[config.mk]
export PLATFORM = sky130hd
export DESIGN_NAME = operand_fetch
export DESIGN_NICKNAME = d
export VERILOG_FILES = /design/src/rtl/cpu_pkg.sv /design/src/rtl/operand_bypass.sv /design/src/rtl/operand_fetch.sv
export SDC_FILE = /design/constraint.sdc
export NUM_CORES = 1
export LEC_CHECK = 0
export CAP_MARGIN = 20
export CELL_PAD_IN_SITES_DETAIL_PLACEMENT = 1
export CELL_PAD_IN_SITES_GLOBAL_PLACEMENT = 2
export CORE_AREA = 2 2 313 315
export DETAILED_ROUTE_END_ITERATION = 7
export DIE_AREA = 0 0 315 317
export PLACE_DENSITY = 0.6
export SYNTH_ARGS = -nofsm -noshare
export SYNTH_HDL_FRONTEND = slang
export SYNTH_SLANG_ARGS = --single-unit
[constraint.sdc]
create_clock -name clk -period 14.6 [get_ports clk]
set_clock_uncertainty 0.2 [all_clocks]
set_input_delay 2.92 -clock clk [delete_from_list [all_inputs] [get_ports clk]]
set_output_delay 2.92 -clock clk [all_outputs]
set_load 0.02 [all_outputs]
[src/rtl/cpu_pkg.sv]
// Shared pipeline types for the RV64 core: widths, register index, forwarding selector, issue record.
// Pure declarations: no latency, no handshake.
package cpu_pkg;
  localparam int XLEN  = 64;
  localparam int UOP_W = 16;

  typedef logic [4:0] reg_idx_t;

  typedef enum logic [1:0] {
    FWD_RF,
    FWD_WB,
    FWD_MEM,
    FWD_EX
  } fwd_sel_e;

  typedef struct packed {
    logic [XLEN-1:0]  pc;
    logic [UOP_W-1:0] uop;
    logic [XLEN-1:0]  imm;
    logic [XLEN-1:0]  rs1_val;
    logic [XLEN-1:0]  rs2_val;
    reg_idx_t         rd_addr;
    logic             rd_wr;
  } iss_t;
endpackage

[src/rtl/operand_bypass.sv]
// One-operand hazard detect and forwarding mux (EX > MEM > WB > regfile); combinational, 0 cycles.
// Raises stall_req_o when the operand is needed but cannot be forwarded (EX/MEM paths gated by OPFETCH_BYPASS_EN).
module operand_bypass
  import cpu_pkg::*;
(
  input  logic            use_i,
  input  logic [4:0]      addr_i,
  input  logic [XLEN-1:0] rf_data_i,
  input  logic            ex_valid_i,
  input  logic            ex_rd_wr_i,
  input  logic            ex_is_load_i,
  input  logic [4:0]      ex_rd_addr_i,
  input  logic [XLEN-1:0] ex_result_i,
  input  logic            mem_valid_i,
  input  logic            mem_rd_wr_i,
  input  logic            mem_is_load_i,
  input  logic            mem_data_valid_i,
  input  logic [4:0]      mem_rd_addr_i,
  input  logic [XLEN-1:0] mem_result_i,
  input  logic            wb_wr_en_i,
  input  logic [4:0]      wb_rd_addr_i,
  input  logic [XLEN-1:0] wb_wr_data_i,
  output logic [XLEN-1:0] value_o,
  output logic            stall_req_o
);
  logic     needs_src;
  logic     ex_match;
  logic     mem_match;
  logic     wb_match;
  fwd_sel_e sel;

  // x0 is hardwired zero, so it never matches a producer
  assign needs_src = use_i && (addr_i != 5'd0);
  assign ex_match  = needs_src && ex_valid_i && ex_rd_wr_i && (ex_rd_addr_i == addr_i);
  assign mem_match = needs_src && mem_valid_i && mem_rd_wr_i && (mem_rd_addr_i == addr_i);
  assign wb_match  = needs_src && wb_wr_en_i && (wb_rd_addr_i == addr_i);

`ifdef OPFETCH_BYPASS_EN
  always_comb begin
    sel         = FWD_RF;
    stall_req_o = 1'b0;
    if (ex_match) begin
      if (ex_is_load_i) stall_req_o = 1'b1;
      else              sel         = FWD_EX;
    end else if (mem_match) begin
      if (mem_is_load_i && !mem_data_valid_i) stall_req_o = 1'b1;
      else                                    sel         = FWD_MEM;
    end else if (wb_match) begin
      sel = FWD_WB;
    end
  end
`else
  logic unused_load_info;
  assign unused_load_info = ^{ex_is_load_i, mem_is_load_i, mem_data_valid_i};

  always_comb begin
    sel         = FWD_RF;
    stall_req_o = 1'b0;
    if (ex_match || mem_match) stall_req_o = 1'b1;
    else if (wb_match)         sel         = FWD_WB;
  end
`endif

  // WB must be bypassed: the regfile write only lands at the next edge
  always_comb begin
    case (sel)
      FWD_EX:  value_o = ex_result_i;
      FWD_MEM: value_o = mem_result_i;
      FWD_WB:  value_o = wb_wr_data_i;
      default: value_o = (addr_i == 5'd0) ? '0 : rf_data_i;
    endcase
  end
endmodule

[src/rtl/operand_fetch.sv]
// Decode-to-issue stage: regfile read + RAW resolution into a 1-entry issue register, 1-cycle latency.
// Valid/ready to execute; decoder stalled on unforwardable hazard, full issue reg, or flush (OPFETCH_BYPASS_EN adds EX/MEM forwarding).
module operand_fetch
  import cpu_pkg::*;
(
  input  logic             clk,
  input  logic             reset,
  input  logic             flush_i,
  input  logic             dec_valid_i,
  output logic             dec_ready_o,
  input  logic [XLEN-1:0]  dec_pc_i,
  input  logic [UOP_W-1:0] dec_uop_i,
  input  logic [XLEN-1:0]  dec_imm_i,
  input  logic [4:0]       dec_rs1_addr_i,
  input  logic [4:0]       dec_rs2_addr_i,
  input  logic             dec_rs1_use_i,
  input  logic             dec_rs2_use_i,
  input  logic [4:0]       dec_rd_addr_i,
  input  logic             dec_rd_wr_i,
  output logic [4:0]       rf_rs1_addr_o,
  output logic [4:0]       rf_rs2_addr_o,
  input  logic [XLEN-1:0]  rf_rs1_data_i,
  input  logic [XLEN-1:0]  rf_rs2_data_i,
  input  logic             ex_valid_i,
  input  logic             ex_rd_wr_i,
  input  logic             ex_is_load_i,
  input  logic [4:0]       ex_rd_addr_i,
  input  logic [XLEN-1:0]  ex_result_i,
  input  logic             mem_valid_i,
  input  logic             mem_rd_wr_i,
  input  logic             mem_is_load_i,
  input  logic             mem_data_valid_i,
  input  logic [4:0]       mem_rd_addr_i,
  input  logic [XLEN-1:0]  mem_result_i,
  input  logic             wb_wr_en_i,
  input  logic [4:0]       wb_rd_addr_i,
  input  logic [XLEN-1:0]  wb_wr_data_i,
  output logic             iss_valid_o,
  input  logic             iss_ready_i,
  output logic [XLEN-1:0]  iss_pc_o,
  output logic [XLEN-1:0]  iss_imm_o,
  output logic [XLEN-1:0]  iss_rs1_val_o,
  output logic [XLEN-1:0]  iss_rs2_val_o,
  output logic [UOP_W-1:0] iss_uop_o,
  output logic [4:0]       iss_rd_addr_o,
  output logic             iss_rd_wr_o
);
  logic            iss_valid_q, iss_valid_d;
  iss_t            iss_q, iss_d;
  logic [XLEN-1:0] rs1_val, rs2_val;
  logic            rs1_stall, rs2_stall;
  logic            accept;

  assign rf_rs1_addr_o = dec_rs1_addr_i;
  assign rf_rs2_addr_o = dec_rs2_addr_i;

  operand_bypass u_rs1 (
    .use_i(dec_rs1_use_i), .addr_i(dec_rs1_addr_i), .rf_data_i(rf_rs1_data_i),
    .ex_valid_i(ex_valid_i), .ex_rd_wr_i(ex_rd_wr_i), .ex_is_load_i(ex_is_load_i),
    .ex_rd_addr_i(ex_rd_addr_i), .ex_result_i(ex_result_i),
    .mem_valid_i(mem_valid_i), .mem_rd_wr_i(mem_rd_wr_i), .mem_is_load_i(mem_is_load_i),
    .mem_data_valid_i(mem_data_valid_i), .mem_rd_addr_i(mem_rd_addr_i), .mem_result_i(mem_result_i),
    .wb_wr_en_i(wb_wr_en_i), .wb_rd_addr_i(wb_rd_addr_i), .wb_wr_data_i(wb_wr_data_i),
    .value_o(rs1_val), .stall_req_o(rs1_stall)
  );

  operand_bypass u_rs2 (
    .use_i(dec_rs2_use_i), .addr_i(dec_rs2_addr_i), .rf_data_i(rf_rs2_data_i),
    .ex_valid_i(ex_valid_i), .ex_rd_wr_i(ex_rd_wr_i), .ex_is_load_i(ex_is_load_i),
    .ex_rd_addr_i(ex_rd_addr_i), .ex_result_i(ex_result_i),
    .mem_valid_i(mem_valid_i), .mem_rd_wr_i(mem_rd_wr_i), .mem_is_load_i(mem_is_load_i),
    .mem_data_valid_i(mem_data_valid_i), .mem_rd_addr_i(mem_rd_addr_i), .mem_result_i(mem_result_i),
    .wb_wr_en_i(wb_wr_en_i), .wb_rd_addr_i(wb_rd_addr_i), .wb_wr_data_i(wb_wr_data_i),
    .value_o(rs2_val), .stall_req_o(rs2_stall)
  );

  assign dec_ready_o = !(rs1_stall || rs2_stall) && (!iss_valid_q || iss_ready_i) && !flush_i;
  assign accept      = dec_valid_i && dec_ready_o;

  // Flush wins over both accept and consume; data fields only change on accept
  always_comb begin
    iss_valid_d = iss_valid_q;
    iss_d       = iss_q;
    if (flush_i) begin
      iss_valid_d = 1'b0;
    end else if (accept) begin
      iss_valid_d   = 1'b1;
      iss_d.pc      = dec_pc_i;
      iss_d.uop     = dec_uop_i;
      iss_d.imm     = dec_imm_i;
      iss_d.rs1_val = rs1_val;
      iss_d.rs2_val = rs2_val;
      iss_d.rd_addr = dec_rd_addr_i;
      iss_d.rd_wr   = dec_rd_wr_i;
    end else if (iss_valid_q && iss_ready_i) begin
      iss_valid_d = 1'b0;
    end
  end

  always_ff @(posedge clk or posedge reset) begin
    if (reset) begin
      iss_valid_q <= 1'b0;
      iss_q       <= '0;
    end else begin
      iss_valid_q <= iss_valid_d;
      iss_q       <= iss_d;
    end
  end

  assign iss_valid_o   = iss_valid_q;
  assign iss_pc_o      = iss_q.pc;
  assign iss_uop_o     = iss_q.uop;
  assign iss_imm_o     = iss_q.imm;
  assign iss_rs1_val_o = iss_q.rs1_val;
  assign iss_rs2_val_o = iss_q.rs2_val;
  assign iss_rd_addr_o = iss_q.rd_addr;
  assign iss_rd_wr_o   = iss_q.rd_wr;
endmodule
# == Word level (Yosys, flattened, before mapping) ==
# Index checks and enable logic that the tools add are counted.
# classes
bitwise,1
eq_ne,12
n_mux,13
n_reduce_logical,35
# op_table
op,n
$pmux 64 s3,2
$mux 64,2
$eq 5x5->1,6
$logic_and 1x1->1,22
$logic_not 5->1,2
$reduce_bool 5->1,2
$eq 2x2->1 const B,4
$mux 1,7
$eq 2x1->1 const B,2
$logic_or 1x1->1,4
$mux 2,2
$logic_not 1->1,3
$reduce_bool 3->1,1
$reduce_and 2->1,1
$not 1->1,1
# word_totals
word_cells,69
inputBits,510
reg_bits,279

# == Logic depth before layout (Yosys ltp) ==
# depth
ltp_word,14
ltp_mapped,9

# == By module ==
# A second synthesis with hierarchy kept.
# unflattened
cells_unflattened,1071
area_unflattened_um2,13564.3
# modules_own_cells
mod,cells_each,n_inst,seq_area_each_um2,area_each_um2
operand_fetch,603,1,6981.7,10528.8
operand_bypass,234,2,0.0,1517.7

# == Worst setup path before layout ==
# No wires, ideal clock.
# synth_timing
path_type,input -> output
startpoint,in dec_rs1_addr_i[4]
endpoint,out dec_ready_o
arrival_ps,3966
path_slack_ps,7514
cell_stages,5
cell_sequence,xor2_1 > nor4_1 > a22oi_1 > o22ai_2 > nor3_1
# synth_via
elab_chain_len,11
# synth_rtl
element,line,text
start: declaration,operand_fetch.sv:14,"input logic [4:0] dec_rs1_addr_i,"
$reduce_bool 5->1,operand_bypass.sv:33,assign needs_src = use_i && (addr_i != 5'd0);
$logic_and 1x1->1,operand_bypass.sv:33,
"$logic_and 1x1->1, on equally long branches (3 in a row)","operand_bypass.sv:34, operand_bypass.sv:35",
$logic_or 1x1->1 *,operand_bypass.sv:59,if (ex_match || mem_match) stall_req_o = 1'b1;
$mux 1 *,operand_bypass.sv:59,
$logic_or 1x1->1 *,operand_fetch.sv:77,assign dec_ready_o = !(rs1_stall || rs2_stall) && (!iss_valid_q || iss_ready_i) && !flush_i;
$logic_not 1->1 *,operand_fetch.sv:77,
$logic_and 1x1->1 * (2 in a row),operand_fetch.sv:77,
end: declaration,operand_fetch.sv:10,"output logic dec_ready_o,"
# Every way passes the cells marked *; elsewhere a longest branch is shown, timed or not.

# == Final worst setup path ==
# layout_timing
startpoint,in dec_rs1_addr_i[1]
endpoint,out dec_ready_o
# The elaborated chain is that of the path after synthesis.

==> impl_metrics.env <==
export IMPL_status="completed"
export IMPL_tns_ns=0
export IMPL_power_leakage_nw=10.8
export IMPL_htree_levels=2
export IMPL_ir_worst_vdd_v=0.0000623
export IMPL_clock_latency_ns=0.58
export IMPL_synth_avg_cell_area_sq_um=13.9
export IMPL_slew_violations=0
export IMPL_dp_cells=2899
export IMPL_crit_path_end_kind="output pin"
export IMPL_setup_viol=0
export IMPL_holdCritPathClass="reg -> reg"
export IMPL_power_density_nw_per_um2=129
export IMPL_layout_cells_non_filler=2967
export IMPL_netlist_area_sq_um=14100
export IMPL_ys_seq_area_share_pct=49.6
export IMPL_synth_ff_latch_count=279
export IMPL_hold_path_startpoint="iss_rs2_val_o[16]"
export IMPL_grt_pass1_vias=11849
export IMPL_wirelength_mm=57.6
export IMPL_cts_tree="built"
export IMPL_syn_to_final_growth_pct=64.2
export IMPL_n_antenna_cell=0
export IMPL_grt_max_degree=107
export IMPL_dr_pass1_iters=4
export IMPL_antenna_found_initial=1
export IMPL_drcViolationCount=0
export IMPL_num_io_pins=800
export IMPL_via_per_inst=3.51
export IMPL_slew_headroom_pct=33.1
export IMPL_cts_root_buffer="clkbuf_16"
export IMPL_clock_fmax_mhz=118
export IMPL_grt_usage_pct=11.0
export IMPL_die_h_microns=317
export IMPL_crit_arrival_ns=5.35
export IMPL_period_share_pct=58.0
export IMPL_fillers=10729
export IMPL_hold_viol_final=0
export IMPL_post_drt_wl_per_cell_microns=19.4
export IMPL_post_cts_resized=0
export IMPL_layout_drive_gt1_share_pct=21.2
export IMPL_ff_latch_area_sq_um=6980
export IMPL_multi_input_comb_area_sq_um=6150
export IMPL_postSynthCellCount=1009
export IMPL_rows=114
export IMPL_clock_sinks=279
export IMPL_ys_types=26
export IMPL_whs_endpoint="iss_rs2_val_o[16]"
export IMPL_cp_start_kind="input pin"
export IMPL_cts_setup_buffers=0
export IMPL_via_count=10419
export IMPL_reg2reg_depth=6
export IMPL_timing_rr_start="iss_valid_o"
export IMPL_cts_clk_slew_worst_paths_ns=0.05
export IMPL_fin_crit_ns=8.47
export IMPL_rsz0062_at_grt="no"
export IMPL_grt_pass1_wl_mm=82.3
export IMPL_drtIter0Drc=280
export IMPL_syn_nets=1519
export IMPL_holdPathStages=1
export IMPL_ctsHoldBuffers=0
export IMPL_core_area_sq_um=96300
export IMPL_antenna_left=0
export IMPL_dieWidth_microns=315
export IMPL_cap_viol_max_count=0
export IMPL_cts_buffers=38
export IMPL_final_nets=2173
export IMPL_gp_congestion=0.777
export IMPL_tightest_slew_ns=1.00
export IMPL_critPathMaxFanout=31
export IMPL_io_buffers=668
export IMPL_hpwl_mm=43.1
export IMPL_ff2ff_setup_slack_ns=10.87
export IMPL_placed_cell_area_sq_um=21800
export IMPL_die_area_sq_um=99900
export IMPL_gr_total_overflow=0
export IMPL_worstPathRequired_ns=11.48
export IMPL_start_util_pct=14.6
export IMPL_cts_buffer_depth=3
export IMPL_r2r_end="iss_imm_o[5]"
export IMPL_fin_area_sq_um=23100
export IMPL_ys_warn_count=0
export IMPL_critPathKind="in -> out"
cell usage in the layout, fill, tap and decap left out:
cell type and n:
xor2_1 28, mux2_2 69, nand2_4 2, nor2b_1 1, o22ai_2 1, buf_4 14, clkbuf_1 9, buf_12 1
dfrtp_1 279, nor4_1 6, nor4b_4 1, nand2_1 132, bufinv_16 4, clkdlybuf4s50_1 668, and3_1 2, clkbuf_8 7
a21o_1 1, inv_8 1, clkinv_2 7, nor2_1 6, xnor2_1 2, nand4_1 2, mux2i_1 128, mux2_4 209
inv_1 65, a22oi_2 1, a22oi_1 1, nor3_1 3, clkbuf_16 41
area by class of cell:
type | instances | share of cell area [%]
flip-flops and latches | 279 | 30.2
repair buffers | 683 | 29.5
multi-input cells | 595 | 26.6
well taps | 1276 | 6.91
clock buffers | 57 | 5.00
inverters | 66 | 1.10
clock inverters | 11 | 0.672
per-stage QoR:
step	worst slack (ns)	hold slack [ns]	util, %	total power, mW
after floorplan	3.79	0.436	-	1.49
final	6.13	0.305	24.0	2.98
after detailed placement	6.07	0.292	22.6	2.01
after global placement	6.08	0.290	22.6	2.00
after global routing	6.02	0.321	24.0	3.13
after CTS	6.07	0.309	24.0	3.06
cell usage after synthesis (all sizes together):
cell type	instances	area [sq um]
dfrtp	279	6980
mux2	278	3920
nand2	134	503
mux2i	128	1280
inv	66	248
buf	54	654
xor2	28	245
clkbuf	15	60.1
nor2	6	22.5
nor4	6	37.5
nor3	3	15.0
a22oi	2	20.0
and3	2	12.5
nand4	2	12.5
xnor2	2	17.5
a21o	1	7.51
nor2b	1	6.26
nor4b	1	15.0
o22ai	1	12.5
cells by family (layout without fill, tap and decap cells):
logic type,after synthesis,in the layout,share of synthesized area [%]
AND/OR/NAND/NOR,155,155,4.44
multiplexers,406,406,36.9
XOR/XNOR,30,30,1.87
AO/OA/AOI/OAI,4,4,0.285
buffers and inverters,135,817,6.84
flip-flops,279,279,49.6
worst max path at each step:
stage / start / to / slack [ns] / depth (start not counted)
after floorplan: reset / iss_imm_o[0] / 3.79 / 1
after global placement: dec_rs1_addr_i[1] / dec_ready_o / 6.08 / 7
after detailed placement: dec_rs1_addr_i[1] / dec_ready_o / 6.07 / 7
after CTS: dec_rs1_addr_i[1] / dec_ready_o / 6.07 / 7
after global routing: dec_rs1_addr_i[1] / dec_ready_o / 6.02 / 7
final: dec_rs1_addr_i[1] / dec_ready_o / 6.13 / 7
metal layers:
metal	share of wire, %	track usage, %
met4	2.7	3.40
met5	0.023	0
met1	40	13.2
met3	8.7	4.17
met2	48	18.3
power by group:
group,total (mW),internal (mW),switching (mW)
clock,0.997,0.616,0.382
combinational,0.970,0.541,0.429
sequential,1.02,0.923,0.0922
critical path: stages:
cell             delay, ns
clkdlybuf4s50_1       0.55
nor3_1                0.37
nand2_4               0.35
nand2_1               0.20
o22ai_2               0.12
nor3_1                0.21
clkdlybuf4s50_1       0.63
registers in the layout, indices dropped and copies added (netlist names):
| register | flops |
|---|---|
| iss_rs2_val_o | 64 |
| iss_imm_o | 64 |
| iss_valid_o | 1 |
| iss_rs1_val_o | 64 |
| iss_uop_o | 16 |
| iss_rd_wr_o | 1 |
| iss_pc_o | 64 |
| iss_rd_addr_o | 5 |
Power figures use the tool's default switching activity.
